===== src/rtl/intr_ctrl.sv =====
// Interrupt controller: synchronizes N_SRC async sources, latches them into PEND
// (edge or level per source), and hands the highest-priority unmasked source to
// the CPU through a REQ/SERVICE handshake with no nesting.
module intr_ctrl #(
    parameter int unsigned N_SRC = 4,
    parameter int unsigned VEC_W = $clog2(N_SRC)
) (
    input  logic             clk,
    input  logic             reset,
    input  logic [N_SRC-1:0] irq_src,
    input  logic             cfg_we,
    input  logic [1:0]       cfg_addr,
    input  logic [N_SRC-1:0] cfg_wdata,
    output logic [N_SRC-1:0] cfg_rdata,
    output logic             interrupt,
    output logic [VEC_W-1:0] intr_vec,
    input  logic             intr_ack,
    input  logic             intr_done
);

    typedef enum logic [1:0] {StIdle, StReq, StService} state_e;

    localparam logic [1:0] AddrMask = 2'd0;
    localparam logic [1:0] AddrMode = 2'd1;
    localparam logic [1:0] AddrPend = 2'd2;

    logic [N_SRC-1:0] sync1_q, sync1_d;
    logic [N_SRC-1:0] sync2_q, sync2_d;
    logic [N_SRC-1:0] prev_q, prev_d;
    logic [N_SRC-1:0] mask_q, mask_d;
    logic [N_SRC-1:0] mode_q, mode_d;
    logic [N_SRC-1:0] pend_q, pend_d;
    state_e           state_q, state_d;
    logic             interrupt_q, interrupt_d;
    logic [VEC_W-1:0] vec_q, vec_d;

    logic [N_SRC-1:0] active;
    logic [VEC_W-1:0] win_idx;
    logic             ack_hit;
    logic [N_SRC-1:0] ack_clr;
    logic [N_SRC-1:0] w1c;
    logic [N_SRC-1:0] rise;
    logic [N_SRC-1:0] clr;

    // Synchronizer chain plus the previous-value flop used for edge detection.
    always_comb begin
        sync1_d = irq_src;
        sync2_d = sync1_q;
        prev_d  = sync2_q;
    end

    // Fixed priority over enabled pending sources; lowest index wins.
    always_comb begin
        active  = pend_q & mask_q;
        win_idx = '0;
        for (int i = N_SRC - 1; i >= 0; i--) begin
            if (active[i]) begin
                win_idx = VEC_W'(i);
            end
        end
    end

    // Configuration writes and PEND next-state; a new edge beats a same-cycle clear.
    always_comb begin
        mask_d  = mask_q;
        mode_d  = mode_q;
        ack_hit = (state_q == StReq) && intr_ack;
        ack_clr = ack_hit ? ({{(N_SRC - 1){1'b0}}, 1'b1} << vec_q) : '0;
        w1c     = (cfg_we && (cfg_addr == AddrPend)) ? cfg_wdata : '0;
        rise    = sync2_q & ~prev_q;
        clr     = w1c | ack_clr;
        if (cfg_we && (cfg_addr == AddrMask)) begin
            mask_d = cfg_wdata;
        end
        if (cfg_we && (cfg_addr == AddrMode)) begin
            mode_d = cfg_wdata;
        end
        // Level-mode bits simply mirror the synchronized line.
        pend_d = (mode_q & (rise | (pend_q & ~clr))) | (~mode_q & sync2_q);
    end

    // Request handshake: IDLE picks a winner, REQ waits for ack, SERVICE waits for done.
    always_comb begin
        state_d     = state_q;
        interrupt_d = interrupt_q;
        vec_d       = vec_q;
        unique case (state_q)
            StIdle: begin
                if (active != '0) begin
                    vec_d       = win_idx;
                    interrupt_d = 1'b1;
                    state_d     = StReq;
                end
            end
            StReq: begin
                if (intr_ack) begin
                    interrupt_d = 1'b0;
                    state_d     = StService;
                end
            end
            StService: begin
                if (intr_done) begin
                    state_d = StIdle;
                end
            end
            default: begin
                state_d     = StIdle;
                interrupt_d = 1'b0;
            end
        endcase
    end

    // Combinational register readback.
    always_comb begin
        cfg_rdata = '0;
        case (cfg_addr)
            AddrMask: cfg_rdata = mask_q;
            AddrMode: cfg_rdata = mode_q;
            AddrPend: cfg_rdata = pend_q;
            default:  cfg_rdata = '0;
        endcase
    end

    assign interrupt = interrupt_q;
    assign intr_vec  = vec_q;

    // State registers; reset defaults every source to edge mode, all masked.
    always_ff @(posedge clk or posedge reset) begin
        if (reset) begin
            sync1_q     <= '0;
            sync2_q     <= '0;
            prev_q      <= '0;
            mask_q      <= '0;
            mode_q      <= '1;
            pend_q      <= '0;
            state_q     <= StIdle;
            interrupt_q <= 1'b0;
            vec_q       <= '0;
        end else begin
            sync1_q     <= sync1_d;
            sync2_q     <= sync2_d;
            prev_q      <= prev_d;
            mask_q      <= mask_d;
            mode_q      <= mode_d;
            pend_q      <= pend_d;
            state_q     <= state_d;
            interrupt_q <= interrupt_d;
            vec_q       <= vec_d;
        end
    end

endmodule


===== config.mk =====
export PLATFORM = sky130hd
export DESIGN_NAME = intr_ctrl
export DESIGN_NICKNAME = d
export VERILOG_FILES = /design/src/rtl/intr_ctrl.sv
export SDC_FILE = /design/constraint.sdc
export NUM_CORES = 1
export LEC_CHECK = 0
export CORE_MARGIN = 3
export CORE_UTILIZATION = 25
export DETAILED_ROUTE_END_ITERATION = 7
export DONT_BUFFER_PORTS = 1
export GPL_ROUTABILITY_DRIVEN = 1
export MAX_ROUTING_LAYER = met4
export SLEW_MARGIN = 0
export SYNTH_ARGS = -nofsm -noshare
export SYNTH_HDL_FRONTEND = slang
export SYNTH_SLANG_ARGS = --single-unit

===== constraint.sdc =====
create_clock -name clk -period 1.4 [get_ports clk]
set_input_delay 0.28 -clock clk [delete_from_list [all_inputs] [get_ports clk]]
set_output_delay 0.28 -clock clk [all_outputs]
set_load 0.01 [all_outputs]

==> out/qor.txt, run 1 <==
Hold path cells = 0
Ant. Diodes = 0
Max VDD drop = 0.606 mV
Distinct cells, synth = 25
Starting density of the core = 26.5%
Pleak = 0.609 nW
CP startpoint = mode_q[2]
CP arrival = 1.10 ns
CP Launch Type = register
Total wire length = 2340 um
Sequential-to-total area share from yosys stat = 61.6%
Endpoints failing setup = 0
Final Max Slew Viols = 0
Fin crit period = 1.38 ns
Layout Nets = 124
Status = completed
Area growth syn-to-layout = 16.5%
Combinational share of power = 23.0%
Crit path cell chain = nand2_1 > o21ai_1 > buf_4
CTS Buf Count = 5
Worst r2r src = state_q[1]
Worst-case clock buffer depth = 2
Crit Path Category = register to primary output
Power density cells = 1680 nW/um^2
Detailed placement HPWL = 1740 um
Ports = 22
Worst Hold Class = input pin to register
Commonest non-fill, non-tap cell in the layout = dfrtp_1
Final worst-path cycle share = 98.5%
Post-synthesis register bit count = 29
Initial DRC count = 23
Worst-Skew Late Latency = 0.28 ns
Layout cells sized above 1 = 24.5%
# Max-Cap Violations = 0
Worst Setup End Kind = primary output
CTS H-Tree Depth = 2
DRC viols = 0
Register area = 731 sq um
Multi-input gate area = 443 sq um
Commonest non-fill, non-tap cells in the layout = 25 x dfrtp_1, 16 x nand2_1, 8 x mux2_2
Synthesized net count = 111
Worst Skew = 0.00606 ns
WL per Instance = 14.5 um
Sw Ratio = 28.9%
FMAX = 0.725 GHz
Buffers and inverters on the worst path = 1
Total power = 2.32 mW
Crit path required time = 1.12 ns
Core Box Area = 4470 sq um
Clk sinks = 29
Initial antenna violation count = 0
Vias in the first global route = 786
Global-route wire length before repair = 3750 um
Crit path capture = cfg_rdata[2]
Cell Rows = 24
Final Hold Viols = 0
R2R setup slack = 0.08 ns
CP peak stage delay = 0.55 ns
CTS tree = built
Clock Tree Root = clkbuf_8
Internal power = 1.65 mW
FF-to-FF path depth = 3
Sequential share of power = 49.7%
All-Layer GR Usage = 9.68%
P_sw = 671 uW
Cell count after synthesis = 96
DR vias = 774
Largest fanout on the critical path = 4
Die Y = 74.9 um
Die area = 5610 sq um
Port Buffers = 0
Routability cong. = 0.793
Cell Area, Synth = 1190 sq um
Family with the most delay on the worst path = flip-flops
Max stage delay cell, worst path = dfstp_2
Headroom to the max-slew limit = 74.1%
Fillers = 452
Post-DRT Antenna Nets = 0
Final TNS setup = 0 ns
Die X-Extent = 74.9 um
Vias/cell = 4.78
Synth Area per Inst = 12.4 sq um
RSZ-0062 raised after global routing = yes
Reg clk slew, reported paths = 0.06 ns
Clk pwr share = 27.3%
Worst Max-Slew Pin Slew = 0.387 ns
Ys Warns = 0
Largest net degree at the start of global routing = 30
Worst path depth = 3
DR pass1 iterations = 3
Remaining Overflow, GRT = 0
R2R Path End = pend_q[2]
[per-layer routing]
metal | share of wire, % | up-vias | global-route usage (%)
met5 | 0 | - | -
met4 | 2.6 | 0 | 6.13
met3 | 6.2 | 6 | 4.41
met2 | 45 | 18 | 12.9
met1 | 47 | 384 | 11.7
li1 | - | 366 | -
[worst min-delay path by stage]
stage / start / slack (ns) / to
floorplan: irq_src[0] / 0.31 / sync1_q[0]
global placement: reset / 0.25 / prev_d[0]
detailed placement: reset / 0.26 / state_q[0]
CTS: irq_src[3] / 0.02 / sync1_q[3]
global route: irq_src[3] / 0.01 / sync1_q[3]
finish: irq_src[3] / 0.03 / sync1_q[3]
[metrics by stage]
step                      util, %  hold WS [ns]  instances  area (sq um)  setup WS (ns)
after floorplan                 -         0.311         96          1190          0.126
after global placement       28.7         0.253        152          1280          0.120
after detailed placement     28.7         0.263        152          1280         0.0943
after CTS                    30.7        0.0195        161          1370        0.00249
after global routing         30.9        0.0104        162          1380        -0.0261
final                        30.9        0.0280        162          1380         0.0212
[synthesized netlist by cell type]
library cell / instances / area (sq um)
a211oi_1: 1 / 7.51
a21o_1: 3 / 22.5
a21oi_1: 7 / 35.0
a22o_1: 4 / 35.0
a22oi_1: 1 / 7.51
a31oi_1: 1 / 6.26
and2b_2: 1 / 8.76
and3b_1: 1 / 8.76
buf_2: 1 / 5.00
dfrtp_1: 25 / 626
dfstp_2: 4 / 105
inv_1: 2 / 7.51
mux2_2: 8 / 90.1
mux2i_1: 4 / 40.0
nand2_1: 16 / 60.1
nand3b_1: 1 / 7.51
nand4_1: 1 / 6.26
nor2b_4: 1 / 13.8
nor3b_2: 1 / 12.5
o21ai_0: 7 / 35.0
o22a_1: 1 / 8.76
or2_2: 1 / 6.26
or2b_1: 1 / 7.51
or3_1: 1 / 6.26
or3b_1: 2 / 17.5
[final cells by class]
type                            count  share of cell area (%)
Inverter                            2                   0.543
Clock buffer                        8                    5.80
Multi-Input combinational cell     64                    32.1
Timing Repair Buffer                7                    3.99
Sequential cell                    29                    52.9
Tap cell                           52                    4.71
[power by group through the flow]
| stage | combinational [mW] | clock (mW) | sequential (mW) |
|---|---|---|---|
| 5_1_grt | 0.600 | 0.694 | 1.18 |
| 3_5_place_dp | 0.526 | 0 | 1.17 |
| 6_report | 0.534 | 0.633 | 1.15 |
| 4_1_cts | 0.533 | 0.656 | 1.15 |
| 3_3_place_gp | 0.514 | 0 | 1.16 |
| 2_1_floorplan | 0.364 | 0 | 1.15 |
[cells by family after synthesis]
group | after synthesis | synth area share (%)
AND/OR/NAND/NOR | 27 | 13.1
AO/OA/AOI/OAI | 25 | 13.3
flip-flops | 29 | 61.6
buffers and inverters | 3 | 1.05
multiplexers | 12 | 11.0
[repair_timing]
item,CTS,global route
hold buffers,1,0
resized for setup,1,3
setup buffers,0,1
endpoints found under the hold margin,25,0
setup endpoints to repair,1,3
[sequential cells by signal, summed over array words and instances (netlist names)]
register,cells
prev_q,4
sync1_q,4
mode_q,4
prev_d,4
interrupt,1
intr_vec,2
state_q,2
mask_q,4
pend_q,4
Power figures use the tool's default switching activity.
==> run 2: changes to the inputs <==
CORE_ASPECT_RATIO = 1.2   (was not set)
==> run 2 against run 1 <==
  * Via count grew 1.9%
  * Final cell count grew 4.9%
  * Highest routed layer unchanged
  * Power grew 6.3%
  * Non-clock buffer count grew 4
  * Largest cell class unchanged
  * Global-route usage grew 0.14 points
==> out/qor.txt, run 2 (synthesis results as in run 1) <==
# Max-Cap Violations = 0 (unchanged)
Max VDD drop = 0.855 mV (+41%)
Headroom to the max-slew limit = 69.8% (-4.3 points)
Worst Setup End Kind = primary output
Core Box Area = 4420 sq um (-1.1%)
Die Y = 81.5 um (+8.8%)
Pleak = 0.645 nW (+5.9%)
Layout Nets = 128 (+3.2%)
Final worst-path cycle share = 97.1% (-1.4 points)
R2R Path End = pend_q[2]
Final Max Slew Viols = 0 (unchanged)
Clk sinks = 29 (unchanged)
Area growth syn-to-layout = 21.5%
Post-placement worst setup slack = 0.105 ns (+0.0102 ns)
R2R setup slack = 0.10 ns (+0.02 ns)
Vias/cell = 4.64 (-2.9%)
FF-to-FF path depth = 3 (unchanged)
Largest net degree at the start of global routing = 30 (unchanged)
Port Buffers = 0 (unchanged)
Initial antenna violation count = 0 (unchanged)
Worst Max-Slew Pin Slew = 0.451 ns (+0.0645 ns)
Worst-Skew Late Latency = 0.28 ns (about the same)
Family with the most delay on the worst path = flip-flops
CTS H-Tree Depth = 2 (unchanged)
Hold Worst Slack = 0.0252 ns (-0.00277 ns)
Worst Skew = 0.00404 ns (-0.00202 ns)
DR pass1 iterations = 3 (unchanged)
Largest fanout on the critical path = 2 (-2)
Commonest non-fill, non-tap cell in the layout = dfrtp_1
Cell Rows = 26 (+8.3%)
WL per Instance = 13.7 um (-5.0%)
Crit Path Category = register to primary output
Register area = 731 sq um (unchanged)
CP arrival = 1.08 ns (-0.02 ns)
Total wire length = 2340 um (-0.34%)
Ports = 22 (unchanged)
Crit path required time = 1.12 ns (about the same)
DRC viols = 0 (unchanged)
Ant. Diodes = 0 (unchanged)
Endpoints failing setup = 0 (unchanged)
CP peak stage delay = 0.53 ns (-0.02 ns)
All-Layer GR Usage = 9.82% (+0.14 points)
Final WS setup = 0.0410 ns (+0.0198 ns)
Commonest non-fill, non-tap cells in the layout = 25 x dfrtp_1, 16 x nand2_1, 10 x buf_4
CTS Buf Count = 5 (unchanged)
Final Hold Viols = 0 (unchanged)
Status = completed
Fin crit period = 1.36 ns (-0.0198 ns)
Worst r2r src = state_q[1]
Layout cells sized above 1 = 30.7% (+6.2 points)
Die area = 5610 sq um (about the same)
Global-route wire length before repair = 3710 um (-1.1%)
Max stage delay cell, worst path = dfstp_2
Fillers = 471 (+4.2%)
Final TNS setup = 0 ns (unchanged)
Reg clk slew, reported paths = 0.06 ns (about the same)
Worst Hold End = sync1_q[1]
Remaining Overflow, GRT = 0 (unchanged)
DR vias = 789 (+1.9%)
Initial DRC count = 39 (+70%)
Crit path cell chain = nand2_1 > o21ai_1 > buf_4
Die X-Extent = 68.9 um (-8.0%)
Starting density of the core = 26.8% (+0.30 points)
CP Launch Type = register
Power density cells = 1710 nW/um^2 (+1.8%)
RSZ-0062 raised after global routing = yes
Routability cong. = 0.821 (+3.6%)
Buffers and inverters on the worst path = 1 (unchanged)
Hold wc startpoint = irq_src[1]
Clock Tree Root = clkbuf_8
Vias in the first global route = 769 (-2.2%)
Final Util = 32.6% (+1.7 points)
Detailed placement HPWL = 1700 um (-2.1%)
Worst-case clock buffer depth = 2 (unchanged)
CTS tree = built
Multi-input gate area = 447 sq um (+0.85%)
FMAX = 0.736 GHz (+1.5%)
Post-DRT Antenna Nets = 0 (unchanged)
Hold path cells = 0 (unchanged)
Worst Hold Class = input pin to register
==> run 2: cell count changes in the layout (fill, tap and decap cells not counted), sizes merged <==
cell / change
clkinv: +1
buf: +4
clkbuf: -1
==> run 2: routing by layer <==
metal  global-route usage [%]  wire length (um)  up-vias
met1                     11.8               987      385
li1                         -                 -      375
met4                     5.85                44        0
met5                        -                 0        -
met2                     12.4              1070       23
met3                     5.75               236        6
==> run 2: worst max-delay path by stage <==
stage / start / end / cells past startpoint
final: mode_q[0] / cfg_rdata[0] / 3
after global routing: mode_q[0] / cfg_rdata[0] / 3
after CTS: mode_q[1] / cfg_rdata[1] / 3
after detailed placement: state_q[1] / pend_q[2] / 3
after global placement: state_q[1] / pend_q[2] / 3
after floorplan: state_q[1] / pend_q[2] / 3
==> run 2: where the power goes <==
| part | switching (mW) | total (mW) | internal [mW] | leakage (nW) |
|---|---|---|---|---|
| logic | 0.271 | 0.585 | 0.314 | 0.254 |
| clock network | 0.296 | 0.739 | 0.443 | 0.0542 |
| registers | 0.130 | 1.14 | 1.01 | 0.337 |
| total | 0.697 | 2.46 | 1.77 | 0.645 |
==> run 2: stage by stage <==
stage	total power, mW	std cells	area [sq um]
3_5_place_dp	1.70	157	1300
4_1_cts	2.47	167	1420
5_1_grt	2.62	170	1440
2_1_floorplan	1.52	96	1190
6_report	2.46	170	1440
3_3_place_gp	1.68	157	1300
==> run 2: final cells by class <==
| cell class | instances | area share (%) |
|---|---|---|
| Sequential cell | 29 | 50.7 |
| Inverter | 2 | 0.521 |
| Timing Repair Buffer | 11 | 5.90 |
| Multi-Input combinational cell | 64 | 31.0 |
| Tap cell | 56 | 4.86 |
| Clock inverter | 1 | 0.347 |
| Clock buffer | 7 | 6.68 |
==> run 2: worst register-to-register path, delay by kind of cell (launching register included) <==
kind / cells / cell delay [ns]
simple gates: 2 / 0.59
compound gates: 1 / 0.23
flops: 1 / 0.37
==> run 2: repair_timing <==
action                                  in CTS  in global routing
buffers inserted                             1                  3
gates resized for setup                      3                  2
hold buffers                                 1                  0
endpoints found under the setup margin       2                  4
endpoints found under the hold margin       25                  0
==> RTL edit 1, RTL diff (flow settings as in run 2) <==
Re-encode `state_e` (3 states) as one-hot, 3 bits wide.
--- a/src/rtl/intr_ctrl.sv
+++ b/src/rtl/intr_ctrl.sv
@@ -18,7 +18,7 @@
     input  logic             intr_done
 );
 
-    typedef enum logic [1:0] {StIdle, StReq, StService} state_e;
+    typedef enum logic [2:0] {StIdle = 3'b001, StReq = 3'b010, StService = 3'b100} state_e;
 
     localparam logic [1:0] AddrMask = 2'd0;
     localparam logic [1:0] AddrMode = 2'd1;
Check against the original RTL: same outputs for any inputs over 10 cycles, from zero or initial values and one cycle with reset high; not proved beyond that.
==> RTL edit 1 against run 2 <==
  * Cell count increased by 6.5%
  * Global-route usage increased by 0.48 points
  * Synthesized area increased by 5.8%
  * Critical endpoint is now cfg_rdata[2]
  * Sequential cell count increased by 1
  * Power increased by 4.8%
  * Wire length increased by 13%
  * Largest cell class unchanged
  * Die area increased by 5.3%
  * Final area increased by 5.4%
  * Worst setup slack improved by 0.58 ps
==> RTL edit 1: results (changes against run 2) <==
Job:
- The max capacitance violation total is 0 (unchanged).

Yosys:
- By count the netlist is led by 25 x sky130_fd_sc_hd__dfrtp_1, 19 x sky130_fd_sc_hd__nand2_1, 8 x sky130_fd_sc_hd__a21oi_1, 8 x sky130_fd_sc_hd__mux2_2, 6 x sky130_fd_sc_hd__o21ai_0.
- The average cell area after synthesis is 11.8 um^2 (-4.2%).
- The number of distinct library cell variants in the gate-level netlist after synthesis is 28 (+12%).
- The post-synthesis net count is 121 (+9.0%).
- The synthesized-area fraction occupied by ao, oa, aoi and oai cells is 0.117 (-0.0163).
- The area share of fa/ha/maj cells after synthesis is 0 (unchanged).
- The portion of netlist area occupied by mux cells is 0.116 (+0.00595).
- The proportion of synthesized chip area in sequential cells was 0.603 (-0.0128).
- By area the synthesized netlist is led by sky130_fd_sc_hd__dfrtp_1 50%, sky130_fd_sc_hd__dfstp_2 10%, sky130_fd_sc_hd__mux2_2 7.2%.

Critical path:
- In this run the worst setup path begins at mode_q[2].
- The worst flop-to-flop path startpoint is state_q[0].

Routing:
- The total iterations of the first detailed-routing run was 4 (+1).
- The total via count after detailed routing was 879 (+11%).
- The wire length on met3 came to 181 um (-23%).
- The routed wire length per instance is 14.6 um (+6.2%).
- The routed metal-1 wirelength is 1.08 mm (+9.3%).
- The met2 wirelength from detailed routing is 1.33 mm (+24%).
- The first-iteration detailed-routing DRC count is 15 (-62%).

Global route:
- The routing usage on met2 is 0.155 (+0.0310).
- The global-route usage over all layers was 0.103 (+0.00478).
- The met1 usage was 0.112 (-0.00566).
- The wire length of the first global-routing pass is 4.64 mm (+25%).
- The pin count of the biggest net entering global routing is 31 (+3.3%).
- The via count of the first global-routing pass is 997 (+30%).
- The met3 demand-to-capacity share in global routing was 0.0446 (-0.0129).

Power:
- The static power due to leakage is 0.648 nW (+0.47%).
- The largest vdd supply drop is 0.840 mV (-1.7%).

Clock tree:
- The post-CTS clock slew at the launch and capture registers of the worst setup and hold paths is 60 ps (about the same).

Layout:
- The number of fill cells in the layout is 495 (+5.1%).
- The final cell count without fillers was 181 (+6.5%).
- The proportion of layout cells with a drive suffix above 1 was 0.341 (+0.0344).
- The total number of nets in the final design is 137 (+7.0%).

Placement:
- The pre-CTS setup slack is 43.2 ps (-61.3 ps).
- The routability-driven placement congestion ratio is 0.794 (-3.3%).
- The post-placement cell count was 170 (+8.3%).
- The post-placement cell area is 0.00138 mm^2 (+6.3%).
- The detailed placement HPWL came to 1.91 mm (+12%).

STA:
- The clock skew after layout is 1.31 ps (-2.73 ps).
- The worst slew slack as a fraction of its limit is 0.758 (+0.0602).

Outcome:
- The flow ran to the end, and the final reports show no timing, DRC or antenna violations.

Hold path:
- The startpoint of the most critical hold path is irq_src[3].
==> RTL edit 1: cell types whose count changed after synthesis, sizes merged, moves of 2 or more <==
cell,change
nand3b,+2
nor2,+3
nand3,+2
or3b,-2
nand2,+3
a21o,-3
==> RTL edit 1: area by class of cell <==
type / count / area [um^2] / area share
inverter: 2 / 7.51 / 0.00494
timing repair buffer: 11 / 92.6 / 0.0610
multi-input combinational: 72 / 498 / 0.328
sequential: 30 / 757 / 0.498
clock buffer: 7 / 86.3 / 0.0568
clock inverter: 1 / 5.00 / 0.00329
tap: 58 / 72.6 / 0.0478
==> RTL edit 1: worst paths after layout <==
path                           endpoint  slack [ps]  cells past startpoint
max                        cfg_rdata[2]          40                      3
min                          sync1_q[3]          30                      0
max reg2reg                 intr_vec[0]          60                      4
min reg2reg                   prev_d[0]         350                      0
max in group asynchronous    state_q[0]         580                      3
min in group asynchronous     mask_q[1]         510                      3
==> RTL edit 1: repair_timing <==
item | 4_1_cts | 5_1_grt
hold buffers | 1 | 0
setup endpoints to repair | 4 | 5
hold endpoints to repair | 25 | 0
pin swaps | 0 | 2
setup buffers | 1 | 1
resized for setup | 3 | 8
==> RTL edit 1: power by group through the flow <==
stage | Combinational [mW] | Sequential, mW | Clock [mW]
after floorplan | 0.424 | 1.21 | 0
after global routing | 0.718 | 1.27 | 0.769
final | 0.637 | 1.25 | 0.696
after global placement | 0.571 | 1.25 | 0
after CTS | 0.608 | 1.24 | 0.724
after detailed placement | 0.588 | 1.26 | 0
==> RTL edit 1: worst max-delay path, delay by kind of cell, from the launching register on <==
| kind | cells | cell delay [ps] |
|---|---|---|
| simple gates | 1 | 50 |
| buf+inv | 1 | 140 |
| flops | 1 | 540 |
| compound gates | 1 | 80 |
==> RTL edit 2, RTL diff (settings of run 2) <==
Made on the original files. `N_SRC`: 4 -> 8.
--- a/src/rtl/intr_ctrl.sv
+++ b/src/rtl/intr_ctrl.sv
@@ -2,7 +2,7 @@
 // (edge or level per source), and hands the highest-priority unmasked source to
 // the CPU through a REQ/SERVICE handshake with no nesting.
 module intr_ctrl #(
-    parameter int unsigned N_SRC = 4,
+    parameter int unsigned N_SRC = 8,
     parameter int unsigned VEC_W = $clog2(N_SRC)
 ) (
     input  logic             clk,
Ports: changed (resized cfg_rdata, cfg_wdata, intr_vec and irq_src); port bits go from 22 to 35. No check against the original RTL was run, so the function may have changed too.
==> RTL edit 2 against run 2 <==
  * The run now ends with negative setup slack left
  * Final area up 98%
  * Sequential power grew 83%
  * Register-to-register slack worse by 180 ps
  * Critical endpoint is now cfg_rdata[4]
  * Sequential cell count rose by 25
  * Wire length rose by 120%
  * Power increased by 78%
  * Combinational power grew 120%
  * Worst setup slack got worse by 140 ps
  * Synthesized area grew 84%
  * Largest power group unchanged
==> RTL edit 2: results (changes against run 2) <==
STA:
- The final setup violation count is 6 (+6).
- The worst slew slack as a fraction of its limit is 0.697 (-0.00133).
- The slack of the critical path came to -103 ps (-144 ps).
- The clock skew after layout is 9.13 ps (+5.09 ps).

Yosys:
- By area the synthesized netlist is led by sky130_fd_sc_hd__dfrtp_1 53%, sky130_fd_sc_hd__dfstp_2 9.6%, sky130_fd_sc_hd__mux2_2 8.8%.
- The number of distinct library cell variants in the gate-level netlist after synthesis is 29 (+16%).
- The proportion of synthesized chip area in sequential cells is 0.625 (+0.00854).
- The post-synthesis net count was 198 (+78%).
- Sorting the synthesized cells by how often they occur yields 46 x sky130_fd_sc_hd__dfrtp_1, 33 x sky130_fd_sc_hd__nand2_1, 17 x sky130_fd_sc_hd__mux2_2, 11 x sky130_fd_sc_hd__o21ai_0.

Global route:
- The global-route usage over all layers is 0.110 (+0.0118).
- The pin count of the biggest net entering global routing is 55 (+83%).
- The wire length of the first global-routing pass came to 8.28 mm (+120%).
- The via count of the first global-routing pass is 1,579 (+110%).

Layout:
- The proportion of layout cells with a drive suffix above 1 is 0.357 (+0.0501).
- The number of fill cells in the layout is 830 (+76%).
- The total number of nets in the final design came to 246 (+92%).

Placement:
- The routability-driven placement congestion ratio is 0.793 (-3.4%).
- The post-placement cell area is 0.00252 mm^2 (+94%).
- The detailed placement HPWL is 3.51 mm (+110%).

Power:
- The largest vdd supply drop is 0.394 mV (-54%).
- The static power due to leakage came to 1.27 nW (+97%).

Clock tree:
- The later-pin clock latency in the skew report is 310 ps (+30 ps).
- The post-CTS clock slew at the launch and capture registers of the worst setup and hold paths came to 100 ps (+40 ps).

Critical path:
- The standard cell with the maximum stage delay on the critical path is sky130_fd_sc_hd__dfrtp_1.
- The highest cell delay on the worst timing path came to 410 ps (-120 ps).
- The worst setup path startpoint is mask_q[4].
- The worst flop-to-flop path startpoint is mask_q[1].

Routing:
- The total iterations of the first detailed-routing run was 4 (+1).
- The wire length reported by the detailed router came to 5.18 mm (+120%).
- The first-iteration detailed-routing DRC count is 126 (+220%).

Outcome:
- The checks that failed: negative setup slack.
- The run finished, with violations left.
[RTL edit 2: cell types whose count changed after synthesis, sizes merged, moves of 3 or more]
cell	delta
dfrtp	+21
nand2	+18
mux2	+9
a221oi	+6
nor2	+5
o21ai	+5
dfstp	+4
mux2i	+4
a21o	+3
a22oi	+3
buf	+3
[RTL edit 2: worst reg2reg max path, cell delays in order, from the launching register on]
cell and delay, ps:
sky130_fd_sc_hd__dfrtp_1 410, sky130_fd_sc_hd__buf_4 140, sky130_fd_sc_hd__a22oi_1 210, sky130_fd_sc_hd__nand2_1 120, sky130_fd_sc_hd__o21ai_2 150, sky130_fd_sc_hd__mux2_2 340
[RTL edit 2: metal layers]
layer / vias to the layer above / routed length [um] / track usage / part of all wire
met4: 0 / 51 / 0.0259 / 0.0098
li1: 716 / - / - / -
met1: 747 / 2160 / 0.134 / 0.42
met3: 6 / 351 / 0.0320 / 0.068
met2: 39 / 2620 / 0.181 / 0.51
met5: - / 0 / - / 0
[RTL edit 2: power breakdown]
| part | internal [mW] | total [mW] | switching [mW] |
|---|---|---|---|
| clock network | 0.500 | 0.992 | 0.492 |
| logic | 0.706 | 1.31 | 0.604 |
| registers | 1.85 | 2.09 | 0.237 |
| total | 3.06 | 4.39 | 1.33 |
[RTL edit 2: path summary, 6_finish.rpt]
kind	end	slack, ps	cells past startpoint
worst max-delay path	cfg_rdata[4]	-100	4
worst min-delay path	state_q[0]	70	1
worst max register to register	intr_vec[0]	-80	5
worst min register to register	prev_d[4]	350	0
max in group asynchronous	mode_q[1]	580	3
min in group asynchronous	sync1_q[7]	510	3
[RTL edit 2: repair_timing]
item,in CTS,in global routing
buffers inserted,8,0
pin swaps,3,6
endpoints found under the setup margin,8,14
gates resized for setup,16,10
hold buffers,9,0
hold endpoints to repair,54,0
[RTL edit 2: logic make-up (layout without fill, tap and decap cells)]
group | Yosys count | after routing | share of synthesized area
compound gates | 40 | 40 | 0.125
simple gates | 49 | 49 | 0.106
mux | 25 | 25 | 0.125
flops | 54 | 54 | 0.625
buf+inv | 7 | 56 | 0.0195
[RTL edit 2: metrics by stage]
stage / instances / setup TNS [ps] / power, mW / worst slack (ps) / utilization
after global placement: 313 / 0 / 3.21 / 43.2 / 0.304
after CTS: 338 / -567 / 4.37 / -114 / 0.339
after detailed placement: 313 / 0 / 3.24 / 15.8 / 0.304
after global routing: 338 / -975 / 4.68 / -163 / 0.345
final: 338 / -520 / 4.39 / -103 / 0.345
after floorplan: 175 / 0 / 2.72 / 49.9 / -
[RTL edit 2: final cells by class]
| cell class | instances | share of cell area |
|---|---|---|
| flip-flops and latches | 54 | 0.477 |
| well taps | 114 | 0.0500 |
| inverters | 3 | 0.00526 |
| multi-input cells | 114 | 0.286 |
| repair buffers | 45 | 0.144 |
| clock buffers | 8 | 0.0386 |
